$ cat src/rtl/exe_wb_queue_pkg.sv
// ============================================================================
// exe_wb_queue_pkg
// Shared execution-unit / exception types used by the buffered writeback
// controller: register index, exception codes and the queued writeback entry.
// Revision: 1.0 - initial release
// ============================================================================
`default_nettype none

package exe_wb_queue_pkg;

    localparam int DataWidth = 32;

    // Architectural register index
    typedef logic [4:0] RegFile_t;

    // Exception cause codes; EXP_I_MISS_ALIGN doubles as the idle value
    typedef enum logic [3:0] {
        EXP_I_MISS_ALIGN = 4'd0,
        EXP_I_ACC_FAULT  = 4'd1,
        EXP_ILLEGAL      = 4'd2,
        EXP_BREAK        = 4'd3,
        EXP_L_MISS_ALIGN = 4'd4,
        EXP_L_ACC_FAULT  = 4'd5,
        EXP_S_MISS_ALIGN = 4'd6,
        EXP_S_ACC_FAULT  = 4'd7,
        EXP_ECALL        = 4'd8
    } ExpCode_t;

    // One completed result waiting for (or holding) a writeback slot
    typedef struct packed {
        RegFile_t               rd;
        logic                   exp_;
        ExpCode_t               exp_code;
        logic [DataWidth-1:0]   res;
        logic                   pred_miss_;
        logic                   jump_miss_;
    } WbEntry_t;

endpackage

`default_nettype wire

$ cat src/rtl/exe_wb_queue_fifo.sv
// ============================================================================
// wb_fifo
// Parametrised synchronous FIFO with synchronous clear.
//   clk, reset_   : clock, asynchronous active-low reset
//   clr_i         : drop all contents (pointers and count to zero)
//   push_i/din_i  : write at tail (ignored when full)
//   pop_i         : advance head (ignored when empty)
//   head_o        : oldest entry, count_o : occupancy, full_o/empty_o
// Revision: 1.0 - initial release
// ============================================================================
`default_nettype none

module wb_fifo #(
    parameter int WIDTH = 8,
    parameter int DEPTH = 4
) (
    input  logic                         clk,
    input  logic                         reset_,
    input  logic                         clr_i,
    input  logic                         push_i,
    input  logic [WIDTH-1:0]             din_i,
    input  logic                         pop_i,
    output logic [WIDTH-1:0]             head_o,
    output logic [$clog2(DEPTH+1)-1:0]   count_o,
    output logic                         full_o,
    output logic                         empty_o
);

    localparam int AW = $clog2(DEPTH);
    localparam int CW = $clog2(DEPTH+1);

    logic [WIDTH-1:0] mem_q [DEPTH];
    logic [AW-1:0]    wptr_q;
    logic [AW-1:0]    rptr_q;
    logic [CW-1:0]    count_q;
    logic             w_push;
    logic             w_pop;

    assign full_o  = (count_q == CW'(DEPTH));
    assign empty_o = (count_q == '0);
    assign count_o = count_q;
    assign head_o  = mem_q[rptr_q];

    // Guarded here as well so the count can never leave 0..DEPTH
    assign w_push = push_i && !full_o && !clr_i;
    assign w_pop  = pop_i && !empty_o && !clr_i;

    // Pointers are exactly log2(DEPTH) bits so they wrap for free
    always_ff @(posedge clk or negedge reset_) begin
        if (!reset_) begin
            wptr_q  <= '0;
            rptr_q  <= '0;
            count_q <= '0;
        end else if (clr_i) begin
            wptr_q  <= '0;
            rptr_q  <= '0;
            count_q <= '0;
        end else begin
            if (w_push) wptr_q <= wptr_q + AW'(1);
            if (w_pop)  rptr_q <= rptr_q + AW'(1);
            case ({w_push, w_pop})
                2'b10:   count_q <= count_q + CW'(1);
                2'b01:   count_q <= count_q - CW'(1);
                default: count_q <= count_q;
            endcase
        end
    end

    // Storage is not reset; only slots between the pointers are ever read out
    always_ff @(posedge clk) begin
        if (w_push) mem_q[wptr_q] <= din_i;
    end

endmodule

`default_nettype wire

$ cat src/rtl/exe_wb_queue.sv
// ============================================================================
// exe_wb_queue
// Buffered writeback controller for a single-cycle execution unit. Queues up
// to DEPTH results in order, optionally bypasses an issue straight to the
// writeback arbiter when the queue is empty, and registers the granted entry
// onto the wb_* payload for exactly one cycle (wb_e_ low).
//   Inputs : clk, reset_, flush_, issue_e_, rd, exp_, exp_code, res,
//            pred_miss_, jump_miss_, wb_ack_
//   Outputs: wb_req_, pre_wb_rd (combinational), wb_e_ and wb_* payload
//            (registered), busy (queue full), count (occupancy)
// Revision: 1.0 - initial release
// ============================================================================
`default_nettype none

module exe_wb_queue
    import exe_wb_queue_pkg::*;
#(
    parameter int DATA   = DataWidth,
    parameter int DEPTH  = 4,
    parameter bit BYPASS = 1'b1
) (
    input  logic                         clk,
    input  logic                         reset_,
    input  logic                         flush_,
    input  logic                         issue_e_,
    input  RegFile_t                     rd,
    input  logic                         exp_,
    input  ExpCode_t                     exp_code,
    input  logic [DATA-1:0]              res,
    input  logic                         pred_miss_,
    input  logic                         jump_miss_,
    input  logic                         wb_ack_,
    output logic                         wb_req_,
    output RegFile_t                     pre_wb_rd,
    output logic                         wb_e_,
    output RegFile_t                     wb_rd,
    output logic [DATA-1:0]              wb_data,
    output logic                         wb_exp_,
    output ExpCode_t                     wb_exp_code,
    output logic                         wb_pred_miss_,
    output logic                         wb_jump_miss_,
    output logic                         busy,
    output logic [$clog2(DEPTH+1)-1:0]   count
);

    localparam int EW = $bits(WbEntry_t);

    WbEntry_t        in_entry;
    WbEntry_t        head_entry;
    WbEntry_t        sel_entry;
    WbEntry_t        wb_d;
    WbEntry_t        wb_q;
    logic            wb_e_d;
    logic            wb_e_q;
    logic [EW-1:0]   head_vec;
    logic            fifo_empty;
    logic            fifo_full;
    logic            bypass_ok;
    logic            req;
    logic            grant;
    logic            push;
    logic            pop;

    always_comb begin
        in_entry            = '0;
        in_entry.rd         = rd;
        in_entry.exp_       = exp_;
        in_entry.exp_code   = exp_code;
        in_entry.res        = DataWidth'(res);
        in_entry.pred_miss_ = pred_miss_;
        in_entry.jump_miss_ = jump_miss_;
    end

    assign head_entry = WbEntry_t'(head_vec);

    // Request from the head whenever anything is queued; with bypass enabled an
    // issue into an empty queue may request in its own cycle. Flush masks all.
    assign bypass_ok = BYPASS && fifo_empty && !issue_e_;
    assign req       = flush_ && (!fifo_empty || bypass_ok);
    assign grant     = req && !wb_ack_;
    assign wb_req_   = !req;
    assign pre_wb_rd = fifo_empty ? rd : head_entry.rd;
    assign sel_entry = fifo_empty ? in_entry : head_entry;

    // A bypassed issue granted on the spot never touches the queue
    assign push = flush_ && !issue_e_ && !fifo_full && !(bypass_ok && grant);
    assign pop  = grant && !fifo_empty;

    wb_fifo #(
        .WIDTH (EW),
        .DEPTH (DEPTH)
    ) u_fifo (
        .clk     (clk),
        .reset_  (reset_),
        .clr_i   (!flush_),
        .push_i  (push),
        .din_i   (in_entry),
        .pop_i   (pop),
        .head_o  (head_vec),
        .count_o (count),
        .full_o  (fifo_full),
        .empty_o (fifo_empty)
    );

    // Payload holds its last value between grants; only wb_e_ pulses
    always_comb begin
        wb_d   = wb_q;
        wb_e_d = 1'b1;
        if (grant) begin
            wb_d   = sel_entry;
            wb_e_d = 1'b0;
        end
    end

    always_ff @(posedge clk or negedge reset_) begin
        if (!reset_) begin
            wb_e_q          <= 1'b1;
            wb_q.rd         <= '0;
            wb_q.exp_       <= 1'b1;
            wb_q.exp_code   <= EXP_I_MISS_ALIGN;
            wb_q.res        <= '0;
            wb_q.pred_miss_ <= 1'b1;
            wb_q.jump_miss_ <= 1'b1;
        end else begin
            wb_e_q <= wb_e_d;
            wb_q   <= wb_d;
        end
    end

    assign wb_e_          = wb_e_q;
    assign wb_rd          = wb_q.rd;
    assign wb_data        = DATA'(wb_q.res);
    assign wb_exp_        = wb_q.exp_;
    assign wb_exp_code    = wb_q.exp_code;
    assign wb_pred_miss_  = wb_q.pred_miss_;
    assign wb_jump_miss_  = wb_q.jump_miss_;
    assign busy           = fifo_full;

    // Issuing into a full queue loses the result
    a_no_issue_when_busy: assert property (
        @(posedge clk) disable iff (!reset_) !(flush_ && !issue_e_ && fifo_full)
    );

endmodule

`default_nettype wire

$ cat config.mk
export PLATFORM = sky130hd
export DESIGN_NAME = exe_wb_queue
export DESIGN_NICKNAME = d
export VERILOG_FILES = /design/src/rtl/exe_wb_queue_pkg.sv /design/src/rtl/exe_wb_queue_fifo.sv /design/src/rtl/exe_wb_queue.sv
export SDC_FILE = /design/constraint.sdc
export NUM_CORES = 1
export LEC_CHECK = 0
export ABC_AREA = 1
export BUFFER_PORTS_ARGS = -buffer_cell sky130_fd_sc_hd__buf_4
export CAP_MARGIN = 10
export CELL_PAD_IN_SITES_DETAIL_PLACEMENT = 0
export CELL_PAD_IN_SITES_GLOBAL_PLACEMENT = 2
export CORE_MARGIN = 3
export CORE_UTILIZATION = 25
export DETAILED_ROUTE_END_ITERATION = 7
export MAX_ROUTING_LAYER = met4
export PLACE_DENSITY = 0.59
export SETUP_SLACK_MARGIN = 0.4
export SLEW_MARGIN = 25
export SYNTH_ARGS = -nofsm -noshare
export SYNTH_HDL_FRONTEND = slang
export SYNTH_SLANG_ARGS = --single-unit
$ cat constraint.sdc
create_clock -name clk -period 4.5 [get_ports clk]
set_clock_uncertainty 0.1 [all_clocks]
set_input_delay 0 -clock clk [delete_from_list [all_inputs] [get_ports clk]]
set_output_delay 0 -clock clk [all_outputs]
set_load 0.05 [all_outputs]
==> out/metrics.csv, run 1 <==
stage;metric;value;unit
synthesis;Seq cells post-synth;228;
final_layout;Fill cells;3739;
route;WL final;24.2;mm
global_route;total track usage;12.6;%
die;die area;39600;µm²
placed_design;port buffer count;103;
global_route;number of global-route vias before repair;6378;
sta;final setup TNS;0;ns
final_layout;Layout area overhead;28.2;%
critical_path;critical path class;register to output pin;
synthesis;Post-synth EDFFs;176;
pwr;P_leak;4.70;nW
global_route;met1 Resource Use GR;17.3;%
sta;relative slew slack;46.7;%
final_layout;Final nets;1039;
flow_run;max capacitance violation total;0;
critical_path;Worst EP required;4.40;ns
clock_network;Clock Tree Buf Depth;3;
pwr;PD cells;599;nW/µm²
final_layout;fin area;11900;µm²
die;Placeable Area;36600;µm²
synthesis;synth unique cells;25;
clock_network;Worst-Skew Late Latency;0.52;ns
critical_path;Reg2Reg Depth;6;
synthesis;yosys warns;0;
final_layout;commonest cells after routing, fill and taps aside;204 x nor2_1, 184 x nand2_1, 176 x edfxtp_1;
sta;fmax;0.314;GHz
route;Iter 0 DRT Violations;350;
synthesis;Post-Syn Area;9310;µm²
global_route;GR Layer Usage met2;20.2;%
final_layout;commonest non-fill, non-tap cell in the layout;nor2_1;
clock_network;CTS tree;yes;
die;IO Count;104;
clock_network;clock-pin slew on the worst setup and hold paths;0.06;ns
critical_path;critical path endpoint category;output pin;
clock_network;Root Buffer;clkbuf_16;
critical_path;critical path peak fanout;71;
route;post-route antenna net violation count;0;
synthesis;syn_nets;895;
critical_path;Worst EP arrival;3.09;ns
critical_path;Worst Setup Start Kind;register;
clock_network;CTS resizes;0;
final_layout;fraction of layout cells with a size suffix above 1;17.1;%
placed_design;GPL Wtd Cong;0.701;
sta;RSZ-0062 raised after global routing;no;
clock_network;TritonCTS buffer count;27;
route;routed len/inst;16.4;µm
global_route;largest net degree at the start of global routing;72;
status;status;completed;
die;# rows;70;
synthesis;Synth Instances;841;
final_layout;Post-Layout Cell Count;1474;
synthesis;post-synthesis sequential area ratio;70.8;%
die;initial core utilization;25.4;%
placed_design;HPWL Detailed;13.6;mm
pwr;VDD IR max;0.320;mV
route;drt pass-1 iters;4;
sta;max-slew violation count;0;
sta;Final period util;70.8;%
global_route;initial antenna violation count;1;
clock_network;# clock sinks;228;
global_route;Most Crowded Layer GR;met2;
global_route;met3 Usage GRT;1.86;%
synthesis;Avg Cell Area, Syn;11.1;µm²
route;DRC;0;
global_route;first-pass GRT wire length;37.7;mm
placed_design;Placed Area;10500;µm²
route;DR vias/cell;4.27;
sta;Slew @ Worst Pin;0.799;ns
synthesis;Main synth FF type;edfxtp_1;
global_route;grt total ovfl;0;
route;vias after detailed routing;6301;
sta;Final setup viols;0;
hold_path;worst min path class;input port to async pin;
placed_design;Inst Count DP;1374;
clock_network;H-tree depth;1;
die;die height;199;µm
sta;final hold violations;0;
sta;Final min period;3.19;ns
die;die width;199;µm
synthesis;Async SR Flop Fraction;22.8;%
-- cell families (layout without fill, tap and decap cells) --
family | after synthesis | in the layout | share of synthesized area (%)
simple gates | 414 | 414 | 17.0
buf+inv | 69 | 233 | 3.56
fa+ha+maj | 5 | 5 | 0.753
other cells | 0 | 1 | 0
xor+xnor | 1 | 1 | 0.0941
flops | 228 | 228 | 70.8
compound gates | 124 | 124 | 7.74
-- registers in the layout (all words and copies together) (netlist names), 2 cells and up --
signal and cells:
u_fifo.rptr_q 2, wb_exp_code 4, wb_data 32, u_fifo.mem_q 176
wb_rd 5, u_fifo.wptr_q 2, u_fifo.count_o 3
-- power by group --
part / switching [W] / internal [W]
clock network: 0.000849 / 0.00129
logic: 0.00165 / 0.000630
registers: 0.000167 / 0.00256
total: 0.00266 / 0.00448
-- synth_stat cells (all sizes together), types with 4 or more instances --
| cell | instances | area [µm²] |
|---|---|---|
| nand3 | 19 | 95.1 |
| a21oi | 7 | 38.8 |
| o211ai | 34 | 255 |
| ha | 4 | 50.1 |
| edfxtp | 176 | 5290 |
| nor2 | 209 | 787 |
| inv | 19 | 71.3 |
| clkbuf | 16 | 60.1 |
| buf | 33 | 196 |
| dfstp | 4 | 105 |
| dfrtp | 48 | 1200 |
| o21ai | 83 | 427 |
| nand2 | 185 | 697 |
-- final cells by class --
type / instances / area (µm²) / share of cell area, %
antenna: 1 / 2.50 / 0.0210
clock buffer: 41 / 808 / 6.78
clock inverter: 8 / 70.1 / 0.587
inverter: 20 / 78.8 / 0.661
multi-input combinational: 544 / 2420 / 20.3
sequential: 228 / 6600 / 55.3
tap: 468 / 586 / 4.91
timing repair buffer: 164 / 1370 / 11.5
-- layer usage --
layer	vias to the layer above	wire length, µm
li1	3134	-
met3	36	801
met1	3029	11800
met2	102	11200
met5	-	0
met4	0	445
-- timing repair --
action / in CTS / in global routing
setup buffers: 0 / 0
hold endpoints to repair: 280 / 0
hold buffers: 50 / 0
-- metrics by stage --
step	total power [W]	hold WS, ns	setup WS [ns]	util [%]
after floorplan	0.00432	-0.396	1.05	-
after global placement	0.00506	0.0489	1.82	28.8
after detailed placement	0.00506	0.0522	1.85	28.8
after CTS	0.00727	0.0322	1.28	32.6
after global routing	0.00755	0.0602	1.06	32.6
final	0.00714	0.00472	1.31	32.6
-- final timing paths --
check / startpoint / slack, ns / to
max in group asynchronous: reset_ / 3.68 / u_fifo.rptr_q[0]$_DFFE_PN0P_
min in group clk: res[15] / 0.13 / u_fifo.mem_q[0][17]$_DFFE_PP_
hold / removal: reset_ / 0.005 / wb_data[27]$_DFFE_PN0N_
setup / recovery: u_fifo.rptr_q[0]$_DFFE_PN0P_ / 1.31 / pre_wb_rd[3]
hold reg to reg: wb_jump_miss_$_DFFE_PN1N_ / 0.37 / wb_jump_miss_$_DFFE_PN1N_
setup reg to reg: u_fifo.rptr_q[1]$_DFFE_PN0P_ / 1.66 / u_fifo.rptr_q[1]$_DFFE_PN0P_
-- worst max-delay path, stage by stage (launching register included) --
cell and delay [ns]:
dfrtp_4 0.67, clkinv_2 0.28, buf_4 0.67, nor2_1 0.08, nor2_1 0.12, nor2_1 0.05
a21oi_1 0.37, buf_4 0.28
Power figures use the tool's default switching activity.
==> inputs of run 2 (changes only) <==
==> constraint.sdc (replaced) <==
create_clock -name clk -period 3.04 [get_ports clk]
set_clock_uncertainty 0.1 [all_clocks]
set_input_delay 0 -clock clk [delete_from_list [all_inputs] [get_ports clk]]
set_output_delay 0 -clock clk [all_outputs]
set_load 0.05 [all_outputs]
==> run 2 against run 1 <==
Utilization rose by 0.26 points. Via count increased by 1.2%. First-iteration DRC count shrank 10%. Final cell count increased by 0.47%. Sequential power is 48% higher. Clock power is 48% higher. Setup slack got worse by 0.73 ns. Combinational power grew 51%. Die area is the same. Wire length grew 4.6%. Cell area grew 0.79%. Critical path type unchanged. Critical endpoint is now pre_wb_rd[1]. Largest cell class unchanged.
==> out/metrics.csv, run 2 (synthesis results as in run 1) <==
stage;metric;value;unit;change
final_layout;multi-input logic area;2420;µm²;unchanged
sta;Final period util;80.7;%;
pwr;PD cells;888;nW/µm²;was 599 nW/µm²
critical_path;Reg2Reg Depth;11;;was 6
clock_network;clock-pin slew on the worst setup and hold paths;0.06;ns;about the same
critical_path;crit-path max cell delay;0.60;ns;was 0.67 ns
die;die area;39600;µm²;unchanged
sta;Final setup viols;0;;unchanged
critical_path;Worst R2R End;u_fifo.count_o[2]$_DFFE_PN0P_;;was u_fifo.rptr_q[1]$_DFFE_PN0P_
route;WL final;25.3;mm;was 24.2 mm
route;Iter 0 DRT Violations;314;;was 350
final_layout;Fill cells;3723;;was 3739
route;met1 WL;11.8;mm;about the same
final_layout;Storage cell area;6600;µm²;unchanged
critical_path;reg-to-reg startpoint;u_fifo.count_o[0]$_DFFE_PN0P_;;was u_fifo.rptr_q[1]$_DFFE_PN0P_
placed_design;Inst Count DP;1381;;was 1374
critical_path;Worst path depth;7;;unchanged
final_layout;commonest non-fill, non-tap cell in the layout;nor2_1;;unchanged
route;vias after detailed routing;6379;;was 6301
clock_network;TritonCTS buffer count;28;;was 27
clock_network;# clock sinks;228;;unchanged
global_route;number of global-route vias before repair;6351;;was 6378
placed_design;Placed Area;10600;µm²;was 10500 µm²
die;Placeable Area;36600;µm²;unchanged
route;DRC;0;;unchanged
global_route;grt total ovfl;0;;unchanged
placed_design;HPWL Detailed;14.3;mm;was 13.6 mm
placed_design;port buffer count;103;;unchanged
final_layout;Biggest register;u_fifo.mem_q;;unchanged
final_layout;fraction of layout cells with a size suffix above 1;17.5;%;was 17.1%
final_layout;Post-Layout Cell Count;1481;;was 1474
final_layout;Final nets;1045;;was 1039
critical_path;R2R setup slack;0.72;ns;was 1.66 ns
sta;relative slew slack;44.1;%;was 46.7%
critical_path;Slowest cell on crit path;dfrtp_4;;unchanged
route;wire length on met3;791;µm;was 801 µm
route;WL met2;12.3;mm;was 11.2 mm
hold_path;worst min path class;input port to async pin;;unchanged
critical_path;Worst EP arrival;2.35;ns;was 3.09 ns
clock_network;CTS tree;yes;;unchanged
route;routed len/inst;17.1;µm;was 16.4 µm
sta;fmax;0.408;GHz;
die;initial core utilization;25.4;%;unchanged
sta;final hold violations;0;;unchanged
status;status;completed;;unchanged
sta;Final min period;2.45;ns;
critical_path;critical path endpoint category;output pin;;unchanged
global_route;largest net degree at the start of global routing;56;;was 72
pwr;VDD IR max;0.575;mV;was 0.320 mV
clock_network;Worst-Skew Late Latency;0.52;ns;about the same
final_layout;fin area;12000;µm²;was 11900 µm²
critical_path;Critical Path Sink;pre_wb_rd[1];;was pre_wb_rd[3]
critical_path;Worst Setup Start Kind;register;;unchanged
die;IO Count;104;;unchanged
placed_design;GPL Wtd Cong;0.681;;was 0.701
critical_path;Worst EP required;2.94;ns;was 4.40 ns
final_layout;Layout area overhead;29.2;%;was 28.2%
route;DR vias/cell;4.31;;was 4.27
flow_run;max capacitance violation total;0;;unchanged
sta;max-slew violation count;0;;unchanged
critical_path;Crit path buffers/inverters;3;;unchanged
sta;Slew @ Worst Pin;0.838;ns;was 0.799 ns
die;die height;199;µm;unchanged
global_route;initial antenna violation count;0;;was 1
sta;final hold slack;0.0282;ns;was 0.00472 ns
clock_network;H-tree depth;1;;unchanged
critical_path;CP dominant cell by count;nor2_1;;unchanged
clock_network;Root Buffer;clkbuf_16;;unchanged
pwr;Design Power;0.0107;W;was 0.00714 W
final_layout;Antenna Cells;0;;was 1
clock_network;Clock Tree Buf Depth;3;;unchanged
die;# rows;70;;unchanged
die;die width;199;µm;unchanged
global_route;first-pass GRT wire length;39.0;mm;was 37.7 mm
critical_path;crit-path cells;inv_4, buf_12, nor2_1, nor2_1, nor2_1, a21oi_1, buf_4;;was clkinv_2, buf_4, nor2_1, nor2_1, nor2_1, a21oi_1, buf_4
route;drt pass-1 iters;4;;unchanged
sta;RSZ-0062 raised after global routing;no;;unchanged
pwr;P_leak;4.74;nW;was 4.70 nW
critical_path;crit path from;u_fifo.rptr_q[0]$_DFFE_PN0P_;;unchanged
critical_path;critical path class;register to output pin;;unchanged
final_layout;max reg flops;176;;unchanged
sta;final setup TNS;0;ns;unchanged
route;top sig layer;met4;;unchanged
final_layout;commonest cells after routing, fill and taps aside;204 x nor2_1, 184 x nand2_1, 176 x edfxtp_1;;unchanged
global_route;total track usage;13.2;%;was 12.6%
critical_path;delay-heaviest family, CP;buffers and inverters;;unchanged
route;post-route antenna net violation count;0;;unchanged
critical_path;critical path peak fanout;28;;was 71
clock_network;Post-CTS Setup Repair Bufs;0;;unchanged
run 2: changes by cell type in the layout (fill, tap and decap cells not counted), sizes merged:
cell         before  now
clkbuf           41   47
buf             114  121
clkinv            8    5
bufinv            1    0
dlygate4sd3      50   48
inv              18   19
diode             1    0
run 2: routing by layer:
layer | up-vias | global-route usage, %
met5 | - | -
met4 | 0 | 2.42
met3 | 35 | 1.90
met2 | 106 | 21.7
met1 | 3091 | 17.5
li1 | 3147 | -
run 2: per-stage QoR:
stage	utilization [%]	setup WS, ns
floorplan	-	0.275
global placement	29.0	0.695
detailed placement	29.0	0.745
CTS	32.8	0.419
global route	32.8	0.421
finish	32.8	0.588
run 2: cell type report:
| cell class | count | area share (%) |
|---|---|---|
| sequential | 228 | 54.9 |
| multi-input combinational | 544 | 20.1 |
| timing repair buffer | 169 | 12.1 |
| clock buffer | 47 | 7.18 |
| tap | 468 | 4.87 |
| inverter | 20 | 0.656 |
| clock inverter | 5 | 0.208 |
run 2: worst min-delay path by stage:
stage,startpoint,endpoint,slack [ns]
2_1_floorplan,reset_,u_fifo.count_o[0]$_DFFE_PN0P_,-0.40
3_3_place_gp,reset_,wb_data[10]$_DFFE_PN0N_,0.08
3_5_place_dp,reset_,wb_data[10]$_DFFE_PN0N_,0.08
4_1_cts,reset_,wb_data[8]$_DFFE_PN0N_,0.06
5_1_grt,res[12],u_fifo.mem_q[2][14]$_DFFE_PP_,0.11
6_report,reset_,wb_data[8]$_DFFE_PN0N_,0.03
run 2: what timing repair did:
action / 4_1_cts / 5_1_grt
gates resized for setup: 2 / 5
endpoints found under the hold margin: 279 / 0
setup endpoints to repair: 5 / 5
hold buffers: 48 / 0
run 2: power by group:
group / total, W / leakage [nW] / switching, W / internal, W
Clock: 0.00317 / 0.432 / 0.00126 / 0.00192
Sequential: 0.00405 / 2.23 / 0.000260 / 0.00379
Combinational: 0.00345 / 2.08 / 0.00247 / 0.000981
run 2: worst register-to-register path: cells and delay by family (launching register included):
kind | cells | cell delay [ns]
buf+inv | 1 | 0.06
flops | 1 | 0.45
fa+ha+maj | 1 | 0.38
xor+xnor | 1 | 0.21
simple gates | 8 | 1.00
==> inputs of run 3 (changes only) <==
--- a/config.mk
+++ b/config.mk
@@ -5,7 +5,7 @@
 export SDC_FILE = /design/constraint.sdc
 export NUM_CORES = 1
 export LEC_CHECK = 0
-export ABC_AREA = 1
+export ABC_AREA = 0
 export BUFFER_PORTS_ARGS = -buffer_cell sky130_fd_sc_hd__buf_4
 export CAP_MARGIN = 10
 export CELL_PAD_IN_SITES_DETAIL_PLACEMENT = 0
@@ -14,7 +14,7 @@
 export CORE_UTILIZATION = 25
 export DETAILED_ROUTE_END_ITERATION = 7
 export MAX_ROUTING_LAYER = met4
-export PLACE_DENSITY = 0.59
+export PLACE_DENSITY = 0.57
 export SETUP_SLACK_MARGIN = 0.4
 export SLEW_MARGIN = 25
 export SYNTH_ARGS = -nofsm -noshare
==> constraint.sdc (replaced) <==
create_clock -name clk -period 2.25 [get_ports clk]
set_clock_uncertainty 0.1 [all_clocks]
set_input_delay 0 -clock clk [delete_from_list [all_inputs] [get_ports clk]]
set_output_delay 0 -clock clk [all_outputs]
set_load 0.05 [all_outputs]
==> run 3 against run 2 <==
Final cell count is 14% lower. Critical path depth is 1 higher. Non-clock buffer count is 82 higher. Sequential share of layout area is 6.8 points lower. Cell area is 14% higher. Synthesized cell count is 34% lower. Wire length is 9.4% higher. Setup slack worse by 0.42 ns. Critical endpoint is now u_fifo.count_o[2]$_DFFE_PN0P_. Largest power group unchanged. Highest routed layer unchanged.
==> out/metrics.csv, run 3 <==
stage;metric;value;unit;change
status;status;completed;;unchanged
synthesis;Async SR Flop Fraction;22.8;%;unchanged
placed_design;port buffer count;103;;unchanged
route;Iter 0 DRT Violations;323;;was 314
sta;Slew @ Worst Pin;0.824;ns;was 0.838 ns
sta;Final setup viols;0;;unchanged
critical_path;crit-path cells;buf_6, nand2b_4, a211oi_4, nor3_2, fa_2, o211ai_1, o22ai_1, a221oi_2;;was inv_4, buf_12, nor2_1, nor2_1, nor2_1, a21oi_1, buf_4
critical_path;Slowest cell on crit path;dfrtp_2;;was dfrtp_4
synthesis;count leader, synth;edfxtp_1;;was nor2_1
sta;Final period util;92.4;%;
critical_path;reg-to-reg startpoint;u_fifo.count_o[2]$_DFFE_PN0P_;;was u_fifo.count_o[0]$_DFFE_PN0P_
clock_network;Clock Tree Buf Depth;3;;unchanged
die;die height;196;µm;was 199 µm
pwr;P_leak;4.93;nW;was 4.74 nW
synthesis;Post-synth EDFFs;176;;unchanged
sta;Final min period;2.08;ns;
synthesis;Seq cells post-synth;228;;unchanged
final_layout;Storage cell area;6600;µm²;about the same
final_layout;Final nets;846;;was 1045
final_layout;multi-input logic area;2670;µm²;was 2420 µm²
clock_network;CTS tree;yes;;unchanged
synthesis;Main synth FF type;edfxtp_1;;unchanged
synthesis;Synth area leaders;edfxtp_1 58%, dfrtp_1 13%, mux4_2 11%;;was edfxtp_1 57%, dfrtp_1 13%, nor2_1 8.4%
pwr;VDD IR max;0.560;mV;was 0.575 mV
clock_network;# clock sinks;228;;unchanged
pwr;PD cells;892;nW/µm²;was 888 nW/µm²
clock_network;Worst-Skew Late Latency;0.53;ns;was 0.52 ns
critical_path;critical path peak fanout;5;;was 28
clock_network;H-tree depth;1;;unchanged
synthesis;synth unique cells;37;;was 25
synthesis;Post-Syn Area;9050;µm²;was 9310 µm²
global_route;grt total ovfl;0;;unchanged
sta;max-slew violation count;0;;unchanged
die;die width;196;µm;was 199 µm
synthesis;post-synth top area share;58.4;%;was 56.8%
pwr;Design Power;0.0123;W;was 0.0107 W
clock_network;TritonCTS buffer count;26;;was 28
critical_path;crit-path max cell delay;0.43;ns;was 0.60 ns
sta;fmax;0.481;GHz;
placed_design;HPWL Detailed;13.0;mm;was 14.3 mm
route;DR vias/cell;4.55;;was 4.31
sta;final hold violations;0;;unchanged
global_route;initial antenna violation count;2;;was 0
route;drt pass-1 iters;5;;was 4
final_layout;max reg flops;176;;unchanged
die;initial core utilization;25.4;%;about the same
critical_path;Worst EP required;2.57;ns;was 2.94 ns
die;Placeable Area;35700;µm²;was 36600 µm²
route;vias after detailed routing;5791;;was 6379
route;post-route antenna net violation count;0;;unchanged
synthesis;yosys warns;0;;unchanged
clock_network;clock-pin slew on the worst setup and hold paths;0.06;ns;about the same
global_route;number of global-route vias before repair;6005;;was 6351
synthesis;cell taking the most area after synthesis;edfxtp_1;;unchanged
route;routed len/inst;21.7;µm;was 17.1 µm
critical_path;crit path from;u_fifo.count_o[2]$_DFFE_PN0P_;;was u_fifo.rptr_q[0]$_DFFE_PN0P_
synthesis;Synth Instances;551;;was 841
sta;relative slew slack;45.1;%;was 44.1%
clock_network;Root Buffer;clkbuf_16;;unchanged
synthesis;post-synthesis sequential area ratio;72.8;%;was 70.8%
die;# rows;69;;was 70
final_layout;Layout area overhead;51.8;%;was 29.2%
synthesis;syn_nets;605;;was 895
critical_path;Worst EP arrival;2.40;ns;was 2.35 ns
route;WL final;27.7;mm;was 25.3 mm
final_layout;commonest non-fill, non-tap cell in the layout;edfxtp_1;;was nor2_1
synthesis;synth cell count leaders;176 x edfxtp_1, 98 x nand2_1, 51 x nor2_1, 48 x dfrtp_1;;was 208 x nor2_1, 184 x nand2_1, 176 x edfxtp_1, 82 x o21ai_0, 48 x dfrtp_1
global_route;total track usage;13.8;%;was 13.2%
final_layout;Biggest register;u_fifo.mem_q;;unchanged
final_layout;commonest cells after routing, fill and taps aside;176 x edfxtp_1, 122 x buf_4, 84 x nand2_1;;was 204 x nor2_1, 184 x nand2_1, 176 x edfxtp_1
sta;final setup TNS;0;ns;unchanged
critical_path;Worst Setup Start Kind;register;;unchanged
die;IO Count;104;;unchanged
global_route;largest net degree at the start of global routing;53;;was 56
flow_run;max capacitance violation total;0;;unchanged
sta;RSZ-0062 raised after global routing;yes;;was no
final_layout;fraction of layout cells with a size suffix above 1;45.9;%;was 17.5%
synthesis;Avg Cell Area, Syn;16.4;µm²;was 11.1 µm²
hold_path;worst min path class;input port to async pin;;unchanged
placed_design;GPL Wtd Cong;0.763;;was 0.681
critical_path;Reg2Reg Depth;8;;was 11
final_layout;Post-Layout Cell Count;1274;;was 1481
global_route;first-pass GRT wire length;38.9;mm;was 39.0 mm
critical_path;critical path endpoint category;register;;was output pin
placed_design;Inst Count DP;1097;;was 1381
route;DRC;0;;unchanged
critical_path;critical path class;register to register;;was register to output pin
die;die area;38500;µm²;was 39600 µm²
final_layout;Fill cells;3306;;was 3723
-- run 3: cell types whose count changed after synthesis, sizes merged, moves of 18 or more --
cell / change
mux4: +44
o21ai: -79
o211ai: -33
a31oi: +44
nor2: -158
nand3: -18
nand2: -87
-- run 3: cell families after synthesis --
kind of cell / share of synthesized area (%)
AO/OA/AOI/OAI: 4.49
XOR/XNOR: 0.193
adder cells (fa/ha/maj): 0.774
buffers and inverters: 3.37
flip-flops: 72.8
multiplexers: 10.9
AND/OR/NAND/NOR: 7.43
-- run 3: path summary, 6_finish.rpt --
check | slack [ns] | to
min | 0.008 | wb_data[14]$_DFFE_PN0N_
max reg2reg | 0.17 | u_fifo.count_o[2]$_DFFE_PN0P_
min in group clk | 0.13 | u_fifo.mem_q[2][3]$_DFFE_PP_
max in group asynchronous | 1.42 | u_fifo.rptr_q[1]$_DFFE_PN0P_
max | 0.17 | u_fifo.count_o[2]$_DFFE_PN0P_
min reg2reg | 0.40 | wb_exp_$_DFFE_PN1N_
-- run 3: what timing repair did --
action	4_1_cts	5_1_grt
endpoints found under the setup margin	221	220
setup buffers	37	13
hold buffers	48	0
resized for setup	81	84
pin swaps	10	7
gates cloned	21	9
endpoints found under the hold margin	279	0
-- run 3: stage by stage --
stage | hold WS [ns] | setup WS [ns] | cell area, µm² | utilization, %
after floorplan | -0.396 | 0.0494 | 9100 | -
after global placement | 0.0406 | 0.280 | 10400 | 29.2
after detailed placement | 0.0493 | 0.205 | 10400 | 29.2
after CTS | 0.0147 | 0.163 | 13000 | 36.3
after global routing | 0.0580 | 0.0902 | 13700 | 38.6
final | 0.00751 | 0.172 | 13700 | 38.6
-- run 3: power breakdown --
group | internal (W) | total [W] | switching (W) | leakage [nW]
combinational | 0.00126 | 0.00307 | 0.00181 | 2.33
sequential | 0.00485 | 0.00503 | 0.000183 | 2.17
clock | 0.00246 | 0.00416 | 0.00170 | 0.421
-- run 3: routing by layer --
layer	routed length [µm]	track usage, %
met4	455	2.48
met1	11700	17.2
met2	14500	24.2
met5	0	-
met3	1040	2.06
-- run 3: layout make-up --
cell class	instances	share of cell area [%]
flip-flops and latches	228	48.0
repair buffers	251	22.1
multi-input cells	279	19.4
clock buffers	29	4.81
well taps	461	4.20
clock inverters	19	1.31
inverters	6	0.164
diodes	1	0.0182
-- run 3: worst max-delay path: cells and delay by family (launching register included) --
| kind | cells | cell delay (ns) |
|---|---|---|
| simple gates | 2 | 0.21 |
| flops | 1 | 0.43 |
| compound gates | 4 | 0.73 |
| fa+ha+maj | 1 | 0.38 |
| buf+inv | 1 | 0.13 |
